==> config.mk <==
export PLATFORM = sky130hd
export DESIGN_NAME = fwft_word_packer
export DESIGN_NICKNAME = d
export VERILOG_FILES = /design/src/rtl/fwft_packer_pkg.sv /design/src/rtl/fwft_word_packer.sv
export SDC_FILE = /design/constraint.sdc
export NUM_CORES = 1
export LEC_CHECK = 0
export CORE_ASPECT_RATIO = 1.1
export CORE_MARGIN = 10
export CORE_UTILIZATION = 48
export DETAILED_ROUTE_END_ITERATION = 16
export PLACE_DENSITY_LB_ADDON = 0.15
export SLEW_MARGIN = 5
export SYNTH_ARGS = -nofsm -noshare
export SYNTH_HDL_FRONTEND = slang
export SYNTH_SLANG_ARGS = --single-unit
==> constraint.sdc <==
create_clock -name clk -period 3 [get_ports clk]
set_input_delay 0.3 -clock clk [delete_from_list [all_inputs] [get_ports clk]]
set_output_delay 0.3 -clock clk [all_outputs]
set_load 0.05 [all_outputs]
==> src/rtl/fwft_packer_pkg.sv <==
// rtl/fwft_packer_pkg.sv - shared state enum and helpers for the FWFT word packer
package fwft_packer_pkg;

  typedef enum logic {
    FILL = 1'b0,
    HOLD = 1'b1
  } pack_state_e;

  // Elaboration-time ceiling log2; returns 0 for values <= 1.
  function automatic int clog2(input int value);
    int result;
    int rem;
    result = 0;
    rem    = value - 1;
    while (rem > 0) begin
      result = result + 1;
      rem    = rem >> 1;
    end
    return result;
  endfunction

  function automatic logic lane_sel(input int wr_idx, input int lane);
    return wr_idx == lane;
  endfunction

endpackage

==> src/rtl/fwft_word_packer.sv <==
// rtl/fwft_word_packer.sv - packs NUM_WORDS FWFT FIFO entries into one wide valid/ready beat
// Optional partial-word flush port enabled by FWFT_PACKER_FLUSH_EN.
module fwft_word_packer
  import fwft_packer_pkg::*;
#(
  parameter int IN_WIDTH  = 16,
  parameter int NUM_WORDS = 4,
  parameter int OUT_WIDTH = IN_WIDTH * NUM_WORDS,
  parameter int CNT_WIDTH = clog2(NUM_WORDS + 1)
) (
  input  logic                 clk,
  input  logic                 reset,
  input  logic                 fifo_empty,
  input  logic [IN_WIDTH-1:0]  fifo_data,
  output logic                 fifo_pop,
  output logic [OUT_WIDTH-1:0] out_data,
  output logic                 out_valid,
  input  logic                 out_ready,
`ifdef FWFT_PACKER_FLUSH_EN
  input  logic                 flush,
`endif
  output logic [CNT_WIDTH-1:0] out_count
);

  localparam int                   IDX_WIDTH = clog2(NUM_WORDS);
  localparam logic [IDX_WIDTH-1:0] LAST_IDX  = IDX_WIDTH'(NUM_WORDS - 1);
  localparam logic [CNT_WIDTH-1:0] FULL_CNT  = CNT_WIDTH'(NUM_WORDS);

  pack_state_e            state_q, state_d;
  logic [IDX_WIDTH-1:0]   idx_q, idx_d;
  logic [OUT_WIDTH-1:0]   lanes_q, lanes_d;
  logic [CNT_WIDTH-1:0]   count_q, count_d;
  logic                   handshake;
  logic [IDX_WIDTH-1:0]   wr_idx;
`ifdef FWFT_PACKER_FLUSH_EN
  logic [CNT_WIDTH-1:0]   fill_n;
`endif

  // A beat leaving in the same cycle frees the buffer, so the head entry can be taken at once.
  assign handshake = (state_q == HOLD) && out_ready;
  assign fifo_pop  = !reset && !fifo_empty && ((state_q == FILL) || handshake);

  assign out_valid = (state_q == HOLD);
  assign out_data  = lanes_q;
  assign out_count = count_q;

  always_comb begin
    state_d = state_q;
    idx_d   = idx_q;
    lanes_d = lanes_q;
    count_d = count_q;
    wr_idx  = idx_q;
`ifdef FWFT_PACKER_FLUSH_EN
    fill_n  = '0;
`endif

    if (handshake) begin
      lanes_d = '0;
      count_d = '0;
      idx_d   = '0;
      state_d = FILL;
      wr_idx  = '0;
    end

    if (fifo_pop) begin
      for (int i = 0; i < NUM_WORDS; i++) begin
        if (lane_sel(int'(wr_idx), i)) begin
          lanes_d[i*IN_WIDTH +: IN_WIDTH] = fifo_data;
        end
      end
      if (wr_idx == LAST_IDX) begin
        state_d = HOLD;
        count_d = FULL_CNT;
        idx_d   = '0;
      end else begin
        idx_d = wr_idx + IDX_WIDTH'(1);
      end
    end

`ifdef FWFT_PACKER_FLUSH_EN
    // Lanes filled so far, counting one landing this cycle; a full count matches normal completion.
    fill_n = CNT_WIDTH'(idx_q) + CNT_WIDTH'(fifo_pop);
    if ((state_q == FILL) && flush && (fill_n != '0)) begin
      state_d = HOLD;
      count_d = fill_n;
      idx_d   = '0;
    end
`endif
  end

  always_ff @(posedge clk) begin
    if (reset) begin
      state_q <= FILL;
      idx_q   <= '0;
      lanes_q <= '0;
      count_q <= '0;
    end else begin
      state_q <= state_d;
      idx_q   <= idx_d;
      lanes_q <= lanes_d;
      count_q <= count_d;
    end
  end

endmodule
---- After elaboration in Yosys (flattened, before gate mapping) ----
Cells that the tools add are included.
word-level totals
  word-level logic and storage cells ...... 32
  input port bits ......................... 20
  bits in registers ....................... 70
  output and inout bits ................... 69
cells by class
  bitwise operators ....................... 1
  add/sub/neg operators ................... 1
  reductions and logical operators ........ 7
  eq/ne operators ......................... 4
  muxes and demuxes ....................... 15
operator list
  cell                                                                    number
  64-bit 2-to-1 mux                                                       2
  16-bit 2-to-1 mux                                                       4
  3-bit 2-to-1 mux                                                        3
  2-bit equality test (second input constant)                             3
  2-bit 2-to-1 mux                                                        3
  1-bit logical AND                                                       3
  1-bit 2-to-1 mux                                                        3
  2-bit by 1-bit adder with 2-bit output (second input constant)          1
  2-bit by 1-bit equality test with 1-bit output (second input constant)  1
  1-bit zero test                                                         2
  2-bit zero test                                                         1
  1-bit logical OR                                                        1
  1-bit NOT                                                               1

---- Longest topological paths before layout ----
Gate-level depths: netlist of run 1.
  word-level depth ........................ 5
  mapped depth ............................ 6

---- Worst setup path after synthesis of run 1 ----
No wires, ideal clock.
  path type ............................... register to register
  start point ............................. reg state_q (netlist: out_valid)
  end point ............................... reg lanes_q[20] (netlist: out_data[20])
  setup slack ............................. 1.116 ns
  stages on the path, launching flop included .. 6
  data arrival time ....................... 1.812 ns
  required time ........................... 2.928 ns
  cells stage by stage .................... dfxtp_1 -> a21boi_0 -> ha_1 -> nand3_2 -> buf_2 -> mux2i_1
between the ends
  cells in the longest elaborated chain, start to end .. 5
  elaborated cells on any way between the ends .. 9
  classes of those cells .................. eq/ne (1); mux (4); bitwise (1); reduce/logical (3)
RTL lines
  item                      line                     text
  start: declaration        fwft_word_packer.sv:29   pack_state_e state_q, state_d;
  start signal: assignment  fwft_word_packer.sv:98   state_q <= state_d;
  1-bit logical AND         fwft_word_packer.sv:40   assign handshake = (state_q == HOLD) && out_ready;
  2-bit 2-to-1 mux          fwft_word_packer.sv:57   if (handshake) begin
  2-bit equality test       fwft_packer_pkg.sv:23    return wr_idx == lane;
  16-bit 2-to-1 mux         fwft_word_packer.sv:67   if (lane_sel(int'(wr_idx), i)) begin
  64-bit 2-to-1 mux (*)     fwft_word_packer.sv:65   if (fifo_pop) begin
  end signal: assignment    fwft_word_packer.sv:100  lanes_q <= lanes_d;
  end: declaration          fwft_word_packer.sv:31   logic [OUT_WIDTH-1:0] lanes_q, lanes_d;
Mark *: on every way between the ends. The rest lies on a longest branch, timed or not.
A chain may end at the register's enable or synchronous reset.

---- Final worst setup path of run 1 ----
  start point ............................. reg state_q (netlist: out_valid)
  end point ............................... out out_valid
RTL lines
  item              line                    text
  end: declaration  fwft_word_packer.sv:17  output logic out_valid,
No word-level cell between the ends.

==> results of run 1 <==
[through the flow]
stage	power, mW	util, %	hold slack, ps	instances	area, um2
3_3_place_gp	1.23	66.8	434	407	3560
5_1_grt	2.17	71.1	477	423	3790
6_report	2.10	71.1	441	423	3790
2_1_floorplan	1.13	-	425	254	2620
3_5_place_dp	1.23	66.8	434	407	3560
4_1_cts	2.12	71.1	446	423	3790
[sequential cells by signal, summed over array words and instances (netlist names)]
name / count
idx_q: 2
out_count: 3
out_valid: 1
out_data: 64
[layout make-up]
class / count / share of cell area, %
clock buffer: 12 / 3.57
clock inverter: 4 / 2.51
inverter: 16 / 1.59
multi-input combinational: 155 / 29.1
sequential: 70 / 37.0
tap: 75 / 2.48
timing repair buffer: 91 / 23.8
[routing by layer]
layer / vias to the layer above / track usage [%]
met5: - / 0
met4: 0 / 9.93
met3: 15 / 7.88
met2: 77 / 26.0
met1: 968 / 17.7
li1: 1022 / -
[logic make-up (layout without fill, tap and decap cells)]
kind of cell | after synthesis | count (layout)
adders and majority gates | 1 | 1
buffers and inverters | 29 | 123
DFF | 70 | 70
and+or+nand+nor | 81 | 81
muxes | 48 | 48
AOI/OAI and AO/OA | 25 | 25
[where the power goes]
| part | total (mW) | internal, mW | leakage (nW) | switching, mW |
|---|---|---|---|---|
| registers | 0.967 | 0.952 | 0.567 | 0.0144 |
| logic | 0.242 | 0.0909 | 1.09 | 0.151 |
| clock network | 0.892 | 0.552 | 0.115 | 0.340 |
[cells in the final DEF, fill, tap and decap left out, drive strengths merged]
| cell type | synthesis | layout |
|---|---|---|
| a21boi | 1 | 1 |
| a21oi | 5 | 5 |
| a22o | 16 | 16 |
| and3 | 2 | 2 |
| buf | 7 | 4 |
| bufinv | 0 | 3 |
| clkbuf | 6 | 12 |
| clkdlybuf4s50 | 0 | 87 |
| clkinv | 0 | 1 |
| dfxtp | 70 | 70 |
| ha | 1 | 1 |
| inv | 16 | 16 |
| mux2i | 48 | 48 |
| nand2 | 52 | 52 |
| nand2b | 16 | 16 |
| nand3 | 2 | 2 |
| nand4b | 1 | 1 |
| nor2 | 3 | 3 |
| nor2b | 1 | 1 |
| o211ai | 1 | 1 |
| o21a | 1 | 1 |
| o21ai | 1 | 1 |
| or2 | 1 | 1 |
| or3 | 3 | 3 |
[path summary, 6_finish.rpt]
path         slack [ps]           end  cells past startpoint
min reg2reg         440  out_count[2]                      2
min                 440  out_count[2]                      2
max                 970     out_valid                      1
max reg2reg        1210  out_data[17]                      5
==> results by group, run 1 <==
Timing
  – Tcrit/Tclk final: 67.7%
  – Setup_tns: 0 ps
  – RSZ-0062 raised after global routing: no
  – Min Tclk post-route: about 2000 ps
  – Max Slew Vio Count: 0
  – Slew Limit Headroom: 63.4%
  – Max Clk Rate: 492 MHz
  – Setup WS post-layout: ~970 ps
  – Final hold viol count: 0
  – Actual transition at the worst max-transition pin: 548 ps
  – Skew final: 10.4 ps
  – Endpoints failing setup: 0

Detailed routing
  – WL met2: 3260 um
  – DR DRC count: 0
  – Metal-1 WL: 2920 um
  – WL/cell: 16.6 um
  – Wire length on met3: 626 um
  – First drt pass iteration count: 4
  – Vias post-DR: 2082
  – Antenna viol nets, final: 0
  – Max Used Layer: met4
  – Detailed Route Iter0 Violations: 65
  – Via/cell ratio: 4.92
  – Final WL: 7030 um

Clock network
  – Clk_lat worst skew: 350 ps
  – Resize count post-CTS: 0
  – H-Tree Depth: 3
  – Clk sinks: 70
  – Clk slew on worst S/H paths: 70 ps
  – Hold Buf Count CTS: 0
  – Postcts setup bufs: 0
  – CTS buffer count: 9
  – Root buffer cell: clkbuf_8
  – CTS tree: built
  – Clock tree buffer depth: 2

Worst setup path
  – Slowest stage cell, crit path: clkdlybuf4s50_1
  – FF-to-FF Start: out_valid
  – CP max FO: 9
  – Worst endpoint data arrival time: 1730 ps
  – Critical Path Sink Type: output port
  – Worst path max stage delay: 870 ps
  – Buf/Inv on CP: 1
  – Startpoint Class: flop
  – Worst path top cell family by delay: buffers and inverters
  – Crit Path Class: reg2out
  – Crit path from: out_valid
  – Critical path, cell by cell: clkdlybuf4s50_1
  – Worst path required time: 2700 ps

Logic synthesis
  – Cell Area, Synth: around 2600 um2
  – Top cells by count, synth: dfxtp_1 (70), nand2_1 (52), mux2i_1 (48)
  – Synth cell types: 26
  – Post-synthesis xor/xnor area fraction: 0%
  – Area leader, netlist: dfxtp_1
  – Complex-gate fraction of the synthesized area: 8.07%
  – Yosys warns: 0
  – Post-synth top area share: roughly 54%
  – Largest family of logic cells by synthesized area: multiplexers
  – Post-synthesis mux area share: roughly 18%
  – Register area share after synthesis: between 50% and 60%
  – Synth Instances: 254
  – Adder-cell share of the synthesized area: 0.478%
  – Main synth FF type: dfxtp_1
  – Count leader, synth: dfxtp_1
  – Cells taking the most area after synthesis: dfxtp_1 (54%), mux2i_1 (18%), nand2_1 (7.5%)
  – Post-Synth Simple-Gate Area: about 15%
  – Synthesized flop and latch total: 70
  – Number of synthesized flops with an enable pin: 0
  – Post-Syn Nets: 275
  – Mean post-synth cell area: 10.3 um2
  – Fraction of registers with async set/reset: 0%

Placement
  – GP Congestion: 0.875
  – PortBufs: 88
  – Final HPWL DP: 5230 um
  – Pre-CTS setup slack: 795 ps

GRT
  – Global-route wire length before repair: about 11000 um
  – Total gr overflow: 0
  – Largest net degree at the start of global routing: between 40 and 50
  – Initial antenna violation count: 0
  – Vias in the first global route: 2226
  – Gr usage total: between 15 and 20%

Job
  – Max-Cap Viols: 0

Final layout
  – # fillers: roughly 450
  – Layout Area Growth over Synthesis: 44.7%
  – Register Area: ~1400 um2
  – Share of layout cells above drive strength 1: 7.18%
  – Ant. Diodes: 0
  – Multi-input combinational cell area: roughly 1100 um2
  – Layout net count: 364

Status
  – Status: completed

Floorplan
  – Die H: 97.5 um
  – I/O pin total: 89
  – Die width: 90.4 um
  – Core region area: 5330 um2
  – Placement Rows: 28
  – Die area: slightly below 9000 um2
  – Starting Density: 49.2%

Worst hold path
  – Hold Path Class: reg2reg
  – Min-delay src: out_count[2]

Power
  – Power per cell area: 554 nW/um2
  – Peak VDD IR: 482 uV
  – Leakage Power: 1.77 nW
Power figures use the tool's default switching activity.
==> run 2: changes to the inputs <==
--- a/config.mk
+++ b/config.mk
@@ -7,7 +7,7 @@
 export LEC_CHECK = 0
 export CORE_ASPECT_RATIO = 1.1
 export CORE_MARGIN = 10
-export CORE_UTILIZATION = 48
+export CORE_UTILIZATION = 40
 export DETAILED_ROUTE_END_ITERATION = 16
 export PLACE_DENSITY_LB_ADDON = 0.15
 export SLEW_MARGIN = 5
==> constraint.sdc (replaced) <==
create_clock -name clk -period 1.86 [get_ports clk]
set_input_delay 0.186 -clock clk [delete_from_list [all_inputs] [get_ports clk]]
set_output_delay 0.186 -clock clk [all_outputs]
set_load 0.05 [all_outputs]
==> run 2 against run 1 <==
Compared with the run above:
- final area is 5.3% higher
- cell count is 3.8% higher
- sequential power is 61% higher
- wire length hardly changed
- largest power group is now clock
==> results by group, run 2 (synthesis results as in run 1) <==
Worst hold path
  – WHS Endpoint: out_count[2]
  – Hold Path Class: reg2reg
  – WHS Path Cells: 2 (unchanged)
  – Min-delay src: out_count[2]

GRT
  – Largest net degree at the start of global routing: 32 (-24%)
  – Total gr overflow: 0 (unchanged)
  – Global-route wire length before repair: 11400 um (-0.90%)
  – Initial antenna violation count: 0 (unchanged)
  – Vias in the first global route: 2218 (-0.36%)
  – Gr usage total: 13.8% (-2.8 points)

Floorplan
  – Die H: 105 um (+7.6%)
  – Placement Rows: 30 (+7.1%)
  – Starting Density: 41.8% (-7.4 points)
  – Core region area: 6270 um2 (+18%)
  – I/O pin total: 89 (unchanged)
  – Die width: 97.1 um (+7.4%)
  – Die area: 10200 um2 (+16%)

Worst setup path
  – Worst endpoint data arrival time: 1610 ps (-120 ps)
  – Worst path top cell family by delay: buffers and inverters
  – Slowest stage cell, crit path: clkdlybuf4s50_1
  – Worst path required time: 1670 ps (-1030 ps)
  – Crit Path Class: reg2out
  – Critical path, cell by cell: clkdlybuf4s50_1
  – Worst path max stage delay: 850 ps (-20 ps)
  – Buf/Inv on CP: 1 (unchanged)
  – Startpoint Class: flop
  – Reg2reg end: idx_q[1]
  – FF-to-FF path depth: 4 (-1)
  – Reg2Reg Setup Slack: 350 ps (-860 ps)
  – Critical Path Sink Type: output port
  – CP max FO: 9 (unchanged)
  – FF-to-FF Start: idx_q[0]

Final layout
  – Most frequent cells in the layout: clkdlybuf4s50_1 (86), dfxtp_1 (69), nand2_1 (52), mux2i_1 (48)
  – Max reg flops: 64 (unchanged)
  – Commonest non-fill, non-tap cell in the layout: clkdlybuf4s50_1
  – Share of layout cells above drive strength 1: 11.4% (+4.2 points)
  – Layout Area Growth over Synthesis: 52.3%
  – Layout net count: 375 (+3.0%)
  – Ant. Diodes: 0 (unchanged)
  – Non-filler cells, final: 439 (+3.8%)

Timing
  – Tcrit/Tclk final: 96.7%
  – Setup_tns: 0 ps (unchanged)
  – Endpoints failing setup: 0 (unchanged)
  – Max Clk Rate: 556 MHz
  – RSZ-0062 raised after global routing: no
  – Actual transition at the worst max-transition pin: 548 ps (+0.362 ps)
  – Min Tclk post-route: around 1800 ps
  – Max Slew Vio Count: 0 (unchanged)
  – Skew final: 7.35 ps (-3.07 ps)
  – Slew Limit Headroom: 63.3% (about the same)
  – Final hold viol count: 0 (unchanged)

Detailed routing
  – First drt pass iteration count: 4 (unchanged)
  – DR DRC count: 0 (unchanged)
  – Final WL: 7030 um (about the same)
  – Vias post-DR: 2080 (-0.096%)
  – Detailed Route Iter0 Violations: 46 (-29%)
  – Antenna viol nets, final: 0 (unchanged)
  – WL/cell: 16.0 um (-3.6%)
  – Via/cell ratio: 4.74 (-3.7%)

Clock network
  – Clk slew on worst S/H paths: 70 ps (about the same)
  – Clk_lat worst skew: 340 ps (about the same)
  – Hold Buf Count CTS: 0 (unchanged)
  – Root buffer cell: clkbuf_8
  – Postcts setup bufs: 0 (unchanged)
  – Clock tree buffer depth: 2 (unchanged)
  – H-Tree Depth: 3 (unchanged)
  – Clk sinks: 70 (unchanged)
  – CTS buffer count: 9 (unchanged)
  – CTS tree: built
  – Resize count post-CTS: 0 (unchanged)

Power
  – Power per cell area: 967 nW/um2 (+74%)
  – Peak VDD IR: 538 uV (+12%)
  – Leakage Power: 1.87 nW (+5.8%)
  – Power, Total: 3.86 mW (+84%)

Placement
  – PortBufs: 88 (unchanged)
  – GP Congestion: 0.815 (-6.8%)
  – Final HPWL DP: 5350 um (+2.3%)
  – Placed cells: 423 (+3.9%)

Job
  – Max-Cap Viols: 0 (unchanged)

Status
  – Status: completed
-- run 2: changes by cell type in the layout (fill, tap and decap cells not counted) --
cell,previous run,this run
clkdlybuf4s50_1,87,86
clkinv_2,1,0
buf_4,4,14
bufinv_16,3,6
clkbuf_8,9,10
buf_12,0,2
dfxtp_2,0,1
dfxtp_1,70,69
clkbuf_1,3,0
-- run 2: where the power goes --
group	internal, mW	switching, mW	total [mW]
clock network	1.33	0.558	1.89
logic	0.161	0.244	0.405
registers	1.54	0.0227	1.56
-- run 2: stage by stage --
step	area [um2]	hold WS, ps	setup WS, ps	util [%]
after floorplan	2620	311	235	-
after global placement	3670	430	120	58.6
after detailed placement	3670	434	66.4	58.6
after CTS	3990	445	30.7	63.6
after global routing	3990	463	0.847	63.6
final	3990	440	60.8	63.6
-- run 2: how the worst max path moves through the flow --
stage,start,cells past startpoint,endpoint,slack (ps)
6_report,out_valid,1,out_valid,60
4_1_cts,out_valid,1,out_valid,30
3_5_place_dp,out_ready,5,idx_q[1],70
2_1_floorplan,out_valid,6,out_data[20],230
3_3_place_gp,out_ready,5,idx_q[1],120
5_1_grt,out_valid,1,out_valid,0.8
-- run 2: final cells by class --
class                      instances  area [um2]
multi-input combinational        155        1100
clock buffer                      10         138
inverter                          16        60.1
fill                             537        2280
timing repair buffer             102        1010
sequential                        70        1400
clock inverter                     6         180
tap                               80         100
-- run 2: per-layer routing --
metal,GRT usage (%),wire length (um),up-vias
met5,0,0,-
met4,5.38,85,0
met3,7.11,648,8
met2,22.1,3260,68
met1,15.0,3040,956
li1,-,-,1048
